==> config.mk <==
export PLATFORM = sky130hd
export DESIGN_NAME = crg_gen_scheduler_flat
export DESIGN_NICKNAME = d
export VERILOG_FILES = /design/src/rtl/crg_gen_if.sv /design/src/rtl/crg_gen_scheduler.sv /design/src/flat_wrapper.sv
export SDC_FILE = /design/constraint.sdc
export NUM_CORES = 1
export LEC_CHECK = 0
export ABC_AREA = 1
export CAP_MARGIN = 25
export CORE_UTILIZATION = 57
export CTS_CLUSTER_DIAMETER = 80
export DETAILED_ROUTE_END_ITERATION = 10
export PLACE_DENSITY = 0.94
export SYNTH_ARGS = -nofsm -noshare
export SYNTH_HDL_FRONTEND = slang
export SYNTH_SLANG_ARGS = --single-unit
==> constraint.sdc <==
create_clock -name clk -period 6.58 [get_ports clk]
set_input_delay 1.645 -clock clk [delete_from_list [all_inputs] [get_ports clk]]
set_output_delay 1.645 -clock clk [all_outputs]
set_load 0.02 [all_outputs]
==> src/rtl/crg_gen_if.sv <==
// Host/PRNG/RAM bundle for the generation scheduler.
// slave = scheduler side, master = environment side.
interface crg_gen_if #(
  parameter int ADDR_W = 8,
  parameter int CNT_W  = 32
);
  logic              start;
  logic [ADDR_W:0]   n_words;
  logic [CNT_W-1:0]  cnt_base;
  logic              prng_drdy;
  logic [CNT_W-1:0]  prng_cnt;
  logic              prng_dvld;
  logic              ram_we;
  logic [ADDR_W-1:0] ram_addr;
  logic              rd_req;
  logic [ADDR_W-1:0] rd_addr;
  logic              rd_gnt;
  logic              rd_vld;
  logic              busy;
  logic              done;
  logic              err;

  modport slave (
    input  start, n_words, cnt_base,
    input  prng_dvld, rd_req, rd_addr,
    output prng_drdy, prng_cnt,
    output ram_we, ram_addr,
    output rd_gnt, rd_vld,
    output busy, done, err
  );

  modport master (
    output start, n_words, cnt_base,
    output prng_dvld, rd_req, rd_addr,
    input  prng_drdy, prng_cnt,
    input  ram_we, ram_addr,
    input  rd_gnt, rd_vld,
    input  busy, done, err
  );
endinterface

==> src/rtl/crg_gen_scheduler.sv <==
// PRNG256 batch sequencer and result-RAM arbiter.
// Generator writes always win over host reads.
module crg_gen_scheduler #(
  parameter int ADDR_W   = 8,
  parameter int CNT_W    = 32,
  parameter int PRNG_LAT = 10,
  parameter int TMO      = 16
) (
  input  logic clk,
  input  logic rst_n,
  crg_gen_if.slave bus
);
  localparam int TLIM = PRNG_LAT + TMO;
  localparam int TW   = $clog2(TLIM + 1);
  localparam logic [ADDR_W:0] NMAX =
    (ADDR_W+1)'(2**ADDR_W);
  localparam logic [TW-1:0] TEND = TW'(TLIM - 1);

  typedef enum logic [1:0] {
    IDLE, ISSUE, DRAIN, DONE
  } state_t;

  state_t            state_q, state_d;
  logic [ADDR_W:0]   n_q, n_d;
  logic [ADDR_W:0]   iss_q, iss_d;
  logic [ADDR_W:0]   wcnt_q, wcnt_d;
  logic [ADDR_W-1:0] wptr_q, wptr_d;
  logic [CNT_W-1:0]  cnt_q, cnt_d;
  logic [TW-1:0]     tmr_q, tmr_d;
  logic              err_q, err_d;
  logic              rvld_q;
  logic              busy, we, gnt, start_ok;

  assign busy = (state_q == ISSUE) ||
                (state_q == DRAIN);
  assign we = busy & bus.prng_dvld &
              (wcnt_q != n_q);
  assign gnt = rst_n & bus.rd_req & ~we;
  assign start_ok = (state_q == IDLE) &&
                    bus.start &&
                    (bus.n_words != '0) &&
                    (bus.n_words <= NMAX);

  assign bus.prng_drdy = (state_q == ISSUE);
  assign bus.prng_cnt  = cnt_q;
  assign bus.ram_we    = we;
  assign bus.ram_addr  = we  ? wptr_q :
                         gnt ? bus.rd_addr : '0;
  assign bus.rd_gnt    = gnt;
  assign bus.rd_vld    = rvld_q;
  assign bus.busy      = busy;
  assign bus.done      = (state_q == DONE);
  assign bus.err       = err_q;

  // next state, counters and sticky error
  always_comb begin
    state_d = state_q;
    n_d     = n_q;
    iss_d   = iss_q;
    wcnt_d  = wcnt_q;
    wptr_d  = wptr_q;
    cnt_d   = cnt_q;
    tmr_d   = tmr_q;
    err_d   = err_q;
    if (we) begin
      wcnt_d = wcnt_q + 1'b1;
      wptr_d = wptr_q + 1'b1;
    end
    unique case (state_q)
      IDLE: begin
        if (start_ok) begin
          state_d = ISSUE;
          n_d     = bus.n_words;
          cnt_d   = bus.cnt_base;
          iss_d   = '0;
          wcnt_d  = '0;
          wptr_d  = '0;
          tmr_d   = '0;
          err_d   = 1'b0;
        end
      end
      ISSUE: begin
        iss_d = iss_q + 1'b1;
        if (iss_d == n_q) begin
          state_d = DRAIN;
          tmr_d   = '0;
        end else begin
          cnt_d = cnt_q + 1'b1;
        end
      end
      DRAIN: begin
        tmr_d = tmr_q + 1'b1;
        if (wcnt_d == n_q) begin
          state_d = DONE;
        end else if (tmr_q == TEND) begin
          err_d   = 1'b1;
          state_d = DONE;
        end
      end
      DONE: state_d = IDLE;
      default: state_d = IDLE;
    endcase
    // rejected start, stray or surplus dvld
    if (bus.start && !start_ok) err_d = 1'b1;
    if (bus.prng_dvld && !we) err_d = 1'b1;
  end

  // state registers; reset aborts any batch
  always_ff @(posedge clk or negedge rst_n) begin
    if (!rst_n) begin
      state_q <= IDLE;
      n_q     <= '0;
      iss_q   <= '0;
      wcnt_q  <= '0;
      wptr_q  <= '0;
      cnt_q   <= '0;
      tmr_q   <= '0;
      err_q   <= 1'b0;
      rvld_q  <= 1'b0;
    end else begin
      state_q <= state_d;
      n_q     <= n_d;
      iss_q   <= iss_d;
      wcnt_q  <= wcnt_d;
      wptr_q  <= wptr_d;
      cnt_q   <= cnt_d;
      tmr_q   <= tmr_d;
      err_q   <= err_d;
      rvld_q  <= gnt;
    end
  end
endmodule

==> src/flat_wrapper.sv <==
// flat-port wrapper written by rule: the top's interface ports become plain ports
module crg_gen_scheduler_flat 
#(
  parameter int ADDR_W   = 8,
  parameter int CNT_W    = 32,
  parameter int PRNG_LAT = 10,
  parameter int TMO      = 16
)
  (clk, rst_n, bus_start, bus_n_words, bus_cnt_base, bus_prng_dvld, bus_rd_req, bus_rd_addr, bus_prng_drdy, bus_prng_cnt, bus_ram_we, bus_ram_addr, bus_rd_gnt, bus_rd_vld, bus_busy, bus_done, bus_err);
  crg_gen_if #(.ADDR_W(ADDR_W), .CNT_W(CNT_W)) bus_i ();
  input  logic clk;
  input  logic rst_n;
  input wire logic [$bits(bus_i.start)-1:0] bus_start;
  input wire logic [$bits(bus_i.n_words)-1:0] bus_n_words;
  input wire logic [$bits(bus_i.cnt_base)-1:0] bus_cnt_base;
  input wire logic [$bits(bus_i.prng_dvld)-1:0] bus_prng_dvld;
  input wire logic [$bits(bus_i.rd_req)-1:0] bus_rd_req;
  input wire logic [$bits(bus_i.rd_addr)-1:0] bus_rd_addr;
  output wire logic [$bits(bus_i.prng_drdy)-1:0] bus_prng_drdy;
  output wire logic [$bits(bus_i.prng_cnt)-1:0] bus_prng_cnt;
  output wire logic [$bits(bus_i.ram_we)-1:0] bus_ram_we;
  output wire logic [$bits(bus_i.ram_addr)-1:0] bus_ram_addr;
  output wire logic [$bits(bus_i.rd_gnt)-1:0] bus_rd_gnt;
  output wire logic [$bits(bus_i.rd_vld)-1:0] bus_rd_vld;
  output wire logic [$bits(bus_i.busy)-1:0] bus_busy;
  output wire logic [$bits(bus_i.done)-1:0] bus_done;
  output wire logic [$bits(bus_i.err)-1:0] bus_err;
  assign bus_i.start = bus_start;
  assign bus_i.n_words = bus_n_words;
  assign bus_i.cnt_base = bus_cnt_base;
  assign bus_i.prng_dvld = bus_prng_dvld;
  assign bus_i.rd_req = bus_rd_req;
  assign bus_i.rd_addr = bus_rd_addr;
  assign bus_prng_drdy = bus_i.prng_drdy;
  assign bus_prng_cnt = bus_i.prng_cnt;
  assign bus_ram_we = bus_i.ram_we;
  assign bus_ram_addr = bus_i.ram_addr;
  assign bus_rd_gnt = bus_i.rd_gnt;
  assign bus_rd_vld = bus_i.rd_vld;
  assign bus_busy = bus_i.busy;
  assign bus_done = bus_i.done;
  assign bus_err = bus_i.err;
  crg_gen_scheduler #(.ADDR_W(ADDR_W), .CNT_W(CNT_W), .PRNG_LAT(PRNG_LAT), .TMO(TMO)) u_core (.clk(clk), .rst_n(rst_n), .bus(bus_i));
endmodule
==> results.yml, run 1 <==
status:
  outcome: "finished clean"
synth:
  synth_edf_count: 0
  synth-seq-cells: 76
  synth.top_cell.area_share: 0.365
  yosysSeqAreaShare: 0.365
  synth.net_count: 830
  async_reset_ff_frac: 1.00
  yosys.area.top_type: "dfrtp_1"
  synth_area_per_cell_um2: 6.80
  synthCells: 766
  synth.area.top_cells: "dfrtp_1 (37%), nand2_1 (20%), nand3_1 (6.8%), inv_1 (6.6%), xor2_1 (4.4%)"
  ys.warnings.count: 0
  synth.cell_area_um2: 5210
  ys.flop_type: "dfrtp_1"
  synth_cell_types: 37
routing:
  antenna_left: 0
  drcViolationCount: 0
  vias_per_cell: 5.52
  drt_iter0_markers: 391
  wl_mm: 13.7
  avgRoutedWirePerCell_um: 14.1
  drtPass1Iterations: 5
  vias: 5366
placed_design:
  gp_congestion: 0.950
  place_area_um2: 6270
  io_buffers: 100
  place_inst: 957
  place_hpwl_mm: 9.87
critical_path:
  rr_endpoint: "u_core.bus.prng_cnt[7]$_DFFE_PN0P_"
  slowest_delay_ps: 550
  rr_worst_depth: 8
  path_buf_inv: 4
  r2r_slack_ps: 3460
  crit_slowest_cell: "clkdlybuf4s50_1"
  worstPathArrival_ps: 3610
  crit_chain: "clkdlybuf4s50_1 -> nand2_1 -> inv_1 -> nand2_1 -> nand3_1 -> clkinv_1 -> nand2_1 -> o21ai_0 -> clkdlybuf4s50_1"
  worst-setup-path-type: "primary input to output port"
  startpoint_type: "primary input"
  cpMostUsedCell: "nand2_1"
  endpoint_kind: "output port"
  required_ps: 4930
  crit_family: "buffers and inverters"
  rr_startpoint: "u_core.state_q[1]$_DFFE_PN0P_"
  crit_path_max_fanout: 10
global_routing:
  antenna_found_initial: 0
  grtUsageTotal: 0.297
  grt_pass1_vias: 5120
  grt_max_degree: 53
  grt_pass1_wl_mm: 23.2
  gr-total-overflow: 0
final_layout:
  mostFrequentLayoutCell: "nand2_1"
  fin_nets: 924
  n_fill_cell: 639
  final_cell_mix: "nand2_1 (282), clkdlybuf4s50_1 (99), inv_1 (91), dfrtp_1 (76), nand3_1 (71)"
  final_cells: 972
  drive_gt1_frac: 0.0440
  stdcell_area_um2: 6500
  syn_to_final_growth_pct: 24.9
  diodes: 0
sta:
  clock_skew_ps: 12.4
  finalMaxSlewViolations: 0
  period_needed_ps: 5250
  max_freq_ghz: 0.190
  hold_violations: 0
  setup_viol: 0
  slew_headroom: 0.543
  fin_setup_tns_ps: 0
  rsz0062_at_grt: "false"
  whs_ps: 536
  period_share: 0.798
  worst_pin_slew_ps: 683
min_path:
  hold_path_depth: 2
  holdPathEnd: "u_core.n_q[6]$_DFFE_PN0P_"
  min_from: "u_core.n_q[6]$_DFFE_PN0P_"
  hold_path.class: "register to register"
clock_tree:
  clk_pin_slew_ps: 80
  cts_resized: 0
  root_buffer: "clkbuf_8"
  clk_path_buf_depth: 2
  cts_made_buffers: 9
  post_cts.repair.setup_buffers: 0
  h-tree-depth: 3
  worstSkewPairLatency_ps: 360
  hold_buffers: 0
  cts_tree: "yes"
  clock-sinks: 76
run:
  maxCapViolCount: 0
floorplanning:
  start_util: 0.594
  die_area_um2: 9520
  coreArea_um2: 8760
  num_rows: 34
  chipWidth_um: 97.6
  ios: 101
  die_y_um: 97.6
power_and_ir_drop:
  p_leak_nw: 3.17
  vdd_drop_max_uv: 289
  total_power_mw: 2.81
  power.density_nw_per_um2: 432
## registers in the layout, summed over array words and instances, names as in the netlist
register / cells
u_core.bus.prng_cnt: 32
u_core.iss_q: 9
u_core.n_q: 9
u_core.wcnt_q: 9
u_core.wptr_q: 8
u_core.tmr_q: 5
u_core.state_q: 2
u_core.bus.err: 1
u_core.bus.rd_vld: 1
## metal layers
metal | vias to the layer above | part of all wire | GRT usage | routed length (µm)
met5 | - | 0 | 0 | 0
met4 | 0 | 0.025 | 0.120 | 337
met3 | 41 | 0.065 | 0.0554 | 894
met2 | 231 | 0.49 | 0.486 | 6660
met1 | 2482 | 0.42 | 0.388 | 5780
li1 | 2612 | - | - | -
## report_power, final
group / total (mW) / internal (mW) / switching, mW
Clock: 0.437 / 0.261 / 0.177
Sequential: 0.858 / 0.636 / 0.222
Combinational: 1.51 / 0.598 / 0.917
Total: 2.81 / 1.49 / 1.32
## synthesized netlist by cell type (2+ instances only)
cell      number
o21ai_0       41
nor3_2         2
nand3_1       71
a31oi_1        3
nor4_1         2
nor3b_1        3
buf_6          6
dfrtp_1       76
a21oi_1       11
clkinv_1       3
nand4_1       13
xnor2_1       12
nor2_2         4
inv_1         91
xor2_1        26
buf_4          5
ha_1          10
nor3_1        21
buf_1          3
nand2_1      282
nand3b_1       2
clkbuf_1       9
o22ai_1        8
nor2_1        46
o21ai_2        3
nand2_2        2
## through the flow
step           worst slack, ps  utilization
4_1_cts                   1340        0.742
3_5_place_dp              1340        0.715
3_3_place_gp              1410        0.712
5_1_grt                   1120        0.742
2_1_floorplan             2120            -
6_report                  1330        0.742
## cell families (layout without fill, tap and decap cells)
family | after synthesis | in the layout | synth area share
AND/OR/NAND/NOR | 452 | 452 | 0.370
buffers and inverters | 119 | 217 | 0.0983
flip-flops | 76 | 76 | 0.365
AO/OA/AOI/OAI | 70 | 70 | 0.0745
XOR/XNOR | 39 | 39 | 0.0682
adder cells (fa/ha/maj) | 10 | 10 | 0.0240
## cell type report
| class | instances | area (µm²) | share of cell area |
|---|---|---|---|
| Clock buffer | 11 | 141 | 0.0217 |
| Multi-Input combinational cell | 571 | 2800 | 0.431 |
| Timing Repair Buffer | 107 | 1070 | 0.165 |
| Tap cell | 108 | 135 | 0.0208 |
| Clock inverter | 4 | 97.6 | 0.0150 |
| Inverter | 95 | 357 | 0.0548 |
| Sequential cell | 76 | 1900 | 0.292 |
## how the worst max path moves through the flow
stage,startpoint,end,slack [ps],cells after the start
final,bus_prng_dvld,bus_ram_addr[4],1330,9
after CTS,bus_prng_dvld,bus_ram_addr[1],1340,9
after global placement,bus_prng_dvld,bus_ram_addr[1],1410,9
after global routing,bus_prng_dvld,bus_ram_addr[7],1120,9
after floorplan,bus_prng_dvld,bus_ram_addr[0],2120,8
after detailed placement,bus_prng_dvld,bus_ram_addr[0],1340,9
## worst reg2reg max path, stage by stage (launching register included)
cell	delay (ps)
dfrtp_1	420
inv_1	100
ha_1	540
clkinv_1	620
o21ai_4	740
buf_16	250
nand2_8	160
nand2_1	130
nand2_1	50
No activity file was read; power rests on OpenSTA's default activity.
==> inputs of run 2 (changes only) <==
CORE_UTILIZATION = 48   (was 57)
PLACE_DENSITY = 0.85   (was 0.94)
clock period = 4.75 ns   (was 6.58 ns; I/O delays follow)
==> run 2 against run 1 <==
  * Global-route usage is 4.8 points lower
  * Worst hold slack improved by 2.4 ps
  * Sequential power increased by 38%
  * Critical path depth did not move
  * Clock-buffer cell count rose by 1
  * Routed wire length decreased by 2.8%
==> results.yml, run 2 (synthesized netlist as in run 1, its figures left out) <==
status:
  outcome: "finished clean"
routing:
  maxUsedRoutingLayer: "met4"
  antenna_left: 0
  wl_mm: 13.3
  avgRoutedWirePerCell_um: 13.3
  route.met3.wl_um: 700
  drcViolationCount: 0
  vias: 5274
  drt_iter0_markers: 352
  wl_met1_mm: 6.04
  route.met2.wl_mm: 6.28
  drtPass1Iterations: 5
  vias_per_cell: 5.26
clock_tree:
  hold_buffers: 0
  cts_resized: 0
  worstSkewPairLatency_ps: 360
  h-tree-depth: 3
  post_cts.repair.setup_buffers: 0
  root_buffer: "clkbuf_8"
  cts_made_buffers: 9
  clock-sinks: 76
  clk_pin_slew_ps: 80
  clk_path_buf_depth: 2
  cts_tree: "yes"
final_layout:
  final_util: 0.628
  syn_to_final_growth_pct: 25.6
  mostFrequentLayoutCell: "nand2_1"
  final_cells: 1002
  fin_nets: 925
  largest_reg_flops: 32
  drive_gt1_frac: 0.0462
  diodes: 0
  stdcell_area_um2: 6540
  final_cell_mix: "nand2_1 (282), clkdlybuf4s50_1 (99), inv_1 (91), dfrtp_1 (76), nand3_1 (71)"
global_routing:
  grt_pass1_wl_mm: 22.5
  grt_max_degree: 60
  gr-total-overflow: 0
  antenna_found_initial: 0
  grt_pass1_vias: 4821
  grtUsageTotal: 0.248
sta:
  fin_setup_tns_ps: 0
  period_needed_ps: 4310
  setup_viol: 0
  finalMaxSlewViolations: 0
  worst_pin_slew_ps: 733
  fin_ws_ps: 444
  period_share: 0.907
  whs_ps: 539
  clock_skew_ps: 11.9
  max_freq_ghz: 0.232
  hold_violations: 0
  rsz0062_at_grt: "false"
  slew_headroom: 0.511
power_and_ir_drop:
  p_leak_nw: 3.18
  total_power_mw: 3.85
  vdd_drop_max_uv: 421
  power.density_nw_per_um2: 589
floorplanning:
  die_area_um2: 11300
  ios: 101
  chipWidth_um: 106
  start_util: 0.500
  die_y_um: 106
  num_rows: 37
  coreArea_um2: 10400
min_path:
  hold_path_depth: 2
  hold_path.class: "register to register"
placed_design:
  gp_congestion: 0.945
  place_inst: 986
  place_hpwl_mm: 9.42
  io_buffers: 100
  place_area_um2: 6290
  pre_cts_slack_ps: 462
critical_path:
  required_ps: 3560
  endpoint_kind: "output port"
  worst-setup-path-type: "primary input to output port"
  worstPathArrival_ps: 3120
  startpoint_type: "primary input"
  crit_path_max_fanout: 10
  rr_worst_depth: 9
run:
  maxCapViolCount: 0
[run 2: worst paths after layout]
kind / start / endpoint / slack, ps
worst max-delay path: bus_prng_dvld / bus_ram_addr[1] / 440
worst min-delay path: u_core.n_q[7]$_DFFE_PN0P_ / u_core.n_q[7]$_DFFE_PN0P_ / 540
worst max register to register: u_core.state_q[1]$_DFFE_PN0P_ / u_core.bus.prng_cnt[10]$_DFFE_PN0P_ / 2080
worst min register to register: u_core.n_q[7]$_DFFE_PN0P_ / u_core.n_q[7]$_DFFE_PN0P_ / 540
max in group asynchronous: rst_n / u_core.bus.prng_cnt[10]$_DFFE_PN0P_ / 3020
min in group asynchronous: rst_n / u_core.bus.prng_cnt[31]$_DFFE_PN0P_ / 700
[run 2: worst max-delay path: stages]
cell and delay (ps):
clkdlybuf4s50_1 490, nand2_1 100, inv_1 170, nand2_1 100, nand3_1 80, clkinv_1 230
nand2_1 120, o21ai_0 90, clkdlybuf4s50_1 540
[run 2: layer usage]
layer | vias up | global-route usage
met1 | 2448 | 0.333
met4 | 0 | 0.0982
met2 | 176 | 0.399
met3 | 28 | 0.0423
li1 | 2622 | -
met5 | - | 0
[run 2: layout make-up]
type	count	area, µm²
fill	927	3880
multi-input combinational	571	2800
sequential	76	1900
timing repair buffer	108	1060
inverter	95	357
tap	136	170
clock buffer	12	155
clock inverter	4	95.1
[run 2: power by group]
part / internal [mW] / total (mW) / leakage [nW] / switching (mW)
registers: 0.882 / 1.18 / 0.980 / 0.302
logic: 0.806 / 2.04 / 2.07 / 1.24
clock network: 0.377 / 0.621 / 0.127 / 0.244
total: 2.07 / 3.85 / 3.18 / 1.78
==> inputs of run 3 (changes only) <==
SETUP_SLACK_MARGIN = 0.15   (was unset)
==> results of run 3 <==
Same layout as run 2: the final DEF is identical, and so are final timing and power.
